`src/rtl/serial_adder.sv`:
```
// Bit-serial adder: one full-adder slice (two half adders plus an OR) is
// sequenced LSB first over WIDTH-bit operands, with a start/busy/done handshake.

module half_adder (
  input  logic x,
  input  logic y,
  output logic s,
  output logic c
);
  assign s = x ^ y;
  assign c = x & y;
endmodule

module serial_adder #(
  parameter int WIDTH = 8
) (
  input  logic             clk,
  input  logic             rst,
  input  logic             start,
  input  logic [WIDTH-1:0] a,
  input  logic [WIDTH-1:0] b,
  input  logic             c_in,
  output logic             busy,
  output logic             done,
  output logic [WIDTH-1:0] sum,
  output logic             c_out
);

  typedef enum logic [1:0] {IDLE, RUN, DONE} state_t;

  localparam int            CW   = (WIDTH > 1) ? $clog2(WIDTH) : 1;
  localparam logic [CW-1:0] LAST = CW'(WIDTH - 1);

  state_t           state;
  logic [WIDTH-1:0] a_sh;
  logic [WIDTH-1:0] b_sh;
  logic [WIDTH-1:0] ps;
  logic             carry;
  logic [CW-1:0]    cnt;

  logic             s_half;
  logic             c_half;
  logic             s_bit;
  logic             c_second;
  logic             carry_next;
  logic [WIDTH-1:0] ps_next;
  logic             accept;

  half_adder ha_ab (
    .x (a_sh[0]),
    .y (b_sh[0]),
    .s (s_half),
    .c (c_half)
  );

  half_adder ha_cin (
    .x (s_half),
    .y (carry),
    .s (s_bit),
    .c (c_second)
  );

  assign carry_next = c_half | c_second;

  // New sum bit enters at the MSB so the LSB-first bits end up in place.
  always_comb begin
    ps_next            = ps >> 1;
    ps_next[WIDTH-1]   = s_bit;
  end

  assign accept = start && ((state == IDLE) || (state == DONE));

  // NOTE: every register here uses non-blocking assignment so all state
  // updates see the pre-edge values, regardless of statement order.
  always_ff @(posedge clk or posedge rst) begin
    if (rst) begin
      state <= IDLE;
      a_sh  <= '0;
      b_sh  <= '0;
      ps    <= '0;
      carry <= 1'b0;
      cnt   <= '0;
      busy  <= 1'b0;
      done  <= 1'b0;
      sum   <= '0;
      c_out <= 1'b0;
    end else if (accept) begin
      a_sh  <= a;
      b_sh  <= b;
      carry <= c_in;
      cnt   <= '0;
      busy  <= 1'b1;
      done  <= 1'b0;
      state <= RUN;
    end else begin
      case (state)
        RUN: begin
          ps    <= ps_next;
          carry <= carry_next;
          a_sh  <= a_sh >> 1;
          b_sh  <= b_sh >> 1;
          cnt   <= cnt + CW'(1);
          if (cnt == LAST) begin
            sum   <= ps_next;
            c_out <= carry_next;
            busy  <= 1'b0;
            done  <= 1'b1;
            state <= DONE;
          end
        end
        DONE: begin
          done  <= 1'b0;
          state <= IDLE;
        end
        default: state <= IDLE;
      endcase
    end
  end

endmodule

```
`config.mk`:
```
export PLATFORM = sky130hd
export DESIGN_NAME = serial_adder
export DESIGN_NICKNAME = d
export VERILOG_FILES = /design/src/rtl/serial_adder.sv
export SDC_FILE = /design/constraint.sdc
export NUM_CORES = 1
export LEC_CHECK = 0
export CORE_ASPECT_RATIO = 0.9
export CORE_MARGIN = 10
export CORE_UTILIZATION = 50
export DETAILED_ROUTE_END_ITERATION = 8
export PLACE_DENSITY = 0.76
export SLEW_MARGIN = 5
export SYNTH_ARGS = -nofsm -noshare
export SYNTH_HDL_FRONTEND = slang
export SYNTH_SLANG_ARGS = --single-unit
```
`constraint.sdc`:
```
create_clock -name clk -period 3.2 [get_ports clk]
set_clock_uncertainty 0.2 [all_clocks]
set_input_delay 0.48 -clock clk [delete_from_list [all_inputs] [get_ports clk]]
set_output_delay 0.48 -clock clk [all_outputs]
set_load 0.005 [all_outputs]
```
Word-level counts from Yosys, hierarchy flattened
Index checks and enable logic that the tools add are counted.
{ "classes": {"muxes": 17, "n_shift": 0, "n_div": 0, "n_mul": 0, "n_lt_le_gt_ge": 0, "n_eq_ne": 4, "bitwise": 6, "n_reduce_logical": 10, "addsub": 1} }
{ "ops": {"columns": ["cell", "count"], "rows": [
  ["2-to-1 mux 8 bit", 4],
  ["2-to-1 mux 1 bit", 7],
  ["2-to-1 mux 2 bit", 3],
  ["2-to-1 mux 3 bit", 2],
  ["AND reduction 2 bit", 3],
  ["nonzero test 2 bit", 2],
  ["adder 3 x 1 -> 3 bit, second input constant", 1],
  ["equality test 3 bit, second input constant", 1],
  ["!= test 3 bit, second input constant", 1],
  ["AND reduction 3 bit", 1],
  ["nonzero test 3 bit", 1],
  ["AND 1 bit", 2],
  ["equality test 2 x 1 -> 1 bit, second input constant", 1],
  ["equality test 2 bit, second input constant", 1],
  ["logical NOT 2 bit", 1],
  ["case mux 1 bit (2 select lines)", 1],
  ["XOR 1 bit", 2],
  ["logical AND 1 bit", 1],
  ["logical OR 1 bit", 1],
  ["NOT 1 bit", 1],
  ["bitwise OR 1 bit", 1]
]} }
{ "totals": {"romBits": 0, "out_inout_bits": 11, "memories": 0, "ramBits": 0, "inputBits": 20, "latch_bits": 0, "ff_bits": 41, "elab_cells": 48} }

Longest topological paths before layout
{ "depth": {"word_depth": 5, "mapped_depth": 5, "mapped_depth_nobuf": 5} }

Cells and area by module
From an unflattened synthesis, not the netlist that was laid out.
{ "unflattened": {"hier_cells": 156, "hier_area_um2": 1679.1} }
{ "by_module_without_submodules": {"columns": ["mod", "area_each_um2", "cells_per_inst", "instances", "seq_area_each_um2"], "rows": [
  ["serial_adder", 1654.1, 154, 1, 1001.0],
  ["half_adder", 12.5, 1, 2, 0.0]
]} }

Worst setup path after synthesis
OpenSTA, ideal clock, no wires.
{ "synth_timing": {"path_type": "reg-to-reg", "from": "reg cnt[0]", "to": "reg c_out", "period_less_slack_ns": 1.580, "path_buffers": 0, "setup_ns": 0.125, "required_ns": 2.875, "path_slack_ns": 1.620, "stages_incl_launch_ff": 5, "arrival_time_ns": 1.255, "path_cell_list": "dfrtp_1 ha_1 ha_1 nand2_4 mux2_4"} }
{ "synth_via": {"elab_chain_cells": 2} }
{ "synth_rtl": {"columns": ["item", "line", "text"], "rows": [
  ["start, declared", "39", "logic [CW-1:0] cnt;"],
  ["start signal, assigned", "102", "cnt <= cnt + CW'(1);"],
  ["equality test 3 bit", "103", "if (cnt == LAST) begin"],
  ["AND reduction 3 bit (no source line)", null, null],
  ["end signal, assigned", "105", "c_out <= carry_next;"],
  ["end, declared", "26", "output logic c_out"]
]} }
Every way passes these cells.
A chain may end at the register's enable or synchronous reset.

Worst setup path in the final report
{ "layout_timing": {"from": "in start", "to": "reg b_sh[6]"} }
{ "layout_via": {"elab_chain_cells": 2, "elab_cells_between_ends": 3, "cone_classes": "1 x mux; 2 x reduce/logical"} }
{ "layout_rtl": {"columns": ["item", "line", "text"], "rows": [
  ["start, declared", "19", "input logic start,"],
  ["logical AND 1 bit (*)", "71", "assign accept = start && ((state == IDLE) || (state == DONE));"],
  ["2-to-1 mux 8 bit or nonzero test 2 bit (tied branches)", null, null],
  ["end signal, assigned", "101", "b_sh <= b_sh >> 1;"],
  ["end, declared", "36", "logic [WIDTH-1:0] b_sh;"]
]} }
Mark *: on every way between the ends. The rest lies on a longest branch, timed or not.

==> results.sh <==
export IMPL_synthMuxAreaShare_pct=11.5
export IMPL_cts_tree="done"
export IMPL_io_pins=31
export IMPL_max_cap_violations=0
export IMPL_synth_warnings=0
export IMPL_start_kind="input pin"
export IMPL_cts_buffer_depth=2
export IMPL_grt_pass1_vias=1388
export IMPL_initial_core_util_pct=52.8
export IMPL_hp_class="register to register"
export IMPL_synth_nets=188
export IMPL_regArea_um2=1000
export IMPL_routabilityCongestion=0.744
export IMPL_netlist_area_um2=1810
export IMPL_htreeDepth=2
export IMPL_relSlewSlack_pct=57.9
export IMPL_setup_tns_ns=0
export IMPL_synth_simple_area_share_pct=11.8
export IMPL_post_cts_setup_buffers=0
export IMPL_clk_pin_slew_ns=0.07
export IMPL_slew_viol_final=0
export IMPL_num_rows=20
export IMPL_multi_input_area_um2=703
export IMPL_cts_sinks=40
export IMPL_synth_cells=165
export IMPL_status="completed"
export IMPL_period_share_pct=67.6
export IMPL_endpoint_kind="register"
export IMPL_yosysSeqAreaShare_pct=55.3
export IMPL_die_y_um=77.1
export IMPL_rsz0062_at_grt="no"
export IMPL_ant_nets=0
export IMPL_die_w_um=83.4
export IMPL_synthAdderAreaFrac_pct=2.49
export IMPL_place_port_buffers=30
export IMPL_cts_hold_buf=0
export IMPL_worst_pin_slew_ns=0.632
export IMPL_crit_type="input pin to register"
export IMPL_cp_required_ns=3.19
export IMPL_fillCellCount=255
export IMPL_vias=1277
export IMPL_wl_per_cell_um=14.8
export IMPL_place_hpwl_um=2560
export IMPL_num_antenna_cells=0
export IMPL_power_per_cell_area_nw_per_um2=950
export IMPL_cts_made_buffers=5
export IMPL_track_usage_pct=11.8
export IMPL_grt_first_pass_wirelength_um=6400
export IMPL_wirelength_um=3560
export IMPL_setup_violations_final=0
export IMPL_synth_compound_area_share_pct=12.6
export IMPL_syn_avg_cell_area_um2=11.0
export IMPL_syn_to_final_growth_pct=23.2
export IMPL_overflow=0
export IMPL_via_per_inst=5.32
export IMPL_drt_first_pass_iters=4
export IMPL_power_leakage_nw=1.07
export IMPL_fmax_mhz=462
export IMPL_period_needed_ns=2.16
export IMPL_cts_resized=0
export IMPL_holdWs_ns=0.284
export IMPL_antenna_found_initial=0
export IMPL_placed_cell_area_um2=2120
export IMPL_drive_gt1_share_pct=11.7
export IMPL_synthDistinctLibCells=26
export IMPL_worstPathArrival_ns=2.15
export IMPL_die_area_um2=6430
export IMPL_clock_latency_ns=0.29
export IMPL_peakVddDrop_mv=0.426
export IMPL_crit_fanout=16
export IMPL_ys_seq_elements=40
export IMPL_finalHoldViolCount=0
export IMPL_cts_root_buf="clkbuf_8"
export IMPL_synthXorXnorAreaFrac_pct=0.484
export IMPL_drt_drc_violations_left=0
export IMPL_grt_start_max_net_pins=41
export IMPL_first_iter_violations=98
export IMPL_fin_area_um2=2230
export IMPL_final_nets=218
export IMPL_core_um2=3430
export IMPL_synth_top_family_by_area="compound AO/OA/AOI/OAI gates"
[area by class of cell]
cell class              count  share of cell area (%)
clock inverters             2                    1.57
repair buffers             32                    14.1
well taps                  44                    2.47
clock buffers               6                    3.25
inverters                  13                    2.19
flip-flops and latches     40                    44.9
multi-input cells         103                    31.5
[synth_stat cells, drive strengths merged]
cell | instances | area [um2]
clkbuf | 2 | 7.51
inv | 13 | 48.8
o21bai | 1 | 7.51
mux2i | 5 | 50.1
nand3b | 2 | 15.0
nand2b | 6 | 37.5
a21o | 2 | 15.0
and2 | 1 | 8.76
nand2 | 27 | 109
fa | 1 | 20.0
nand3 | 2 | 10.0
mux2 | 11 | 158
a21oi | 13 | 65.1
xnor2 | 1 | 8.76
a211oi | 3 | 22.5
o21ai | 11 | 55.1
o22ai | 10 | 62.6
buf | 7 | 50.1
ha | 2 | 25.0
dfrtp | 40 | 1000
nor2b | 5 | 33.8
[metrics by stage]
stage	power [mW]	worst slack (ns)	util [%]	cells
global route	2.31	0.895	65.1	240
floorplan	1.47	1.60	-	165
finish	2.12	1.04	65.1	240
CTS	2.16	1.03	65.1	240
global placement	1.68	0.785	61.9	232
detailed placement	1.75	0.713	61.9	232
[flip-flops by register name, summed over array words and instances (netlist names)]
register and count:
ps 7, c_out 1, cnt 3, done 1, b_sh 8, state 2
sum 8, busy 1, carry 1, a_sh 8
[per-layer routing]
| metal | up-vias | track usage [%] | share of wire (%) |
|---|---|---|---|
| met3 | 5 | 5.49 | 6.8 |
| met1 | 631 | 13.6 | 42 |
| met5 | - | 0 | 0 |
| met4 | 0 | 3.51 | 1.3 |
| met2 | 29 | 19.2 | 50 |
| li1 | 612 | - | - |
[logic make-up (layout without fill, tap and decap cells)]
group	after synthesis	after routing
simple gates	43	43
compound gates	40	40
flops	40	40
buf+inv	22	53
mux	16	16
fa+ha+maj	3	3
xor+xnor	1	1
[final timing paths]
kind,startpoint,to,slack (ns),depth (start not counted)
min reg2reg,ps[1],ps[1],0.28,2
max in group asynchronous,rst,ps[6],2.05,3
max,start,b_sh[6],1.04,4
max reg2reg,state[0],sum[4],1.13,3
min,ps[1],ps[1],0.28,2
min in group asynchronous,rst,ps[1],0.40,3
[where the power goes]
part / total, mW / leakage, nW / switching, mW / internal (mW)
Combinational: 0.792 / 0.522 / 0.344 / 0.448
Sequential: 0.932 / 0.490 / 0.192 / 0.740
Clock: 0.397 / 0.0552 / 0.165 / 0.231
[placed cells by master, fill, tap and decap left out, types with 3 or more instances in the layout]
cell type        netlist  final
nor2b_1                4      4
mux2i_1                5      5
nand2b_1               6      6
a21oi_1               13     13
o21ai_0               11     11
clkdlybuf4s50_1        0     30
a211oi_1               3      3
inv_1                 13     13
clkbuf_8               0      5
dfrtp_1               40     40
mux2_4                 9      9
o22ai_1               10     10
nand2_1               26     26
[critical path: stages]
cell	delay (ns)
clkdlybuf4s50_1	0.81
nand2b_1	0.38
and2_4	0.30
a21o_1	0.18
Power figures use the tool's default switching activity.
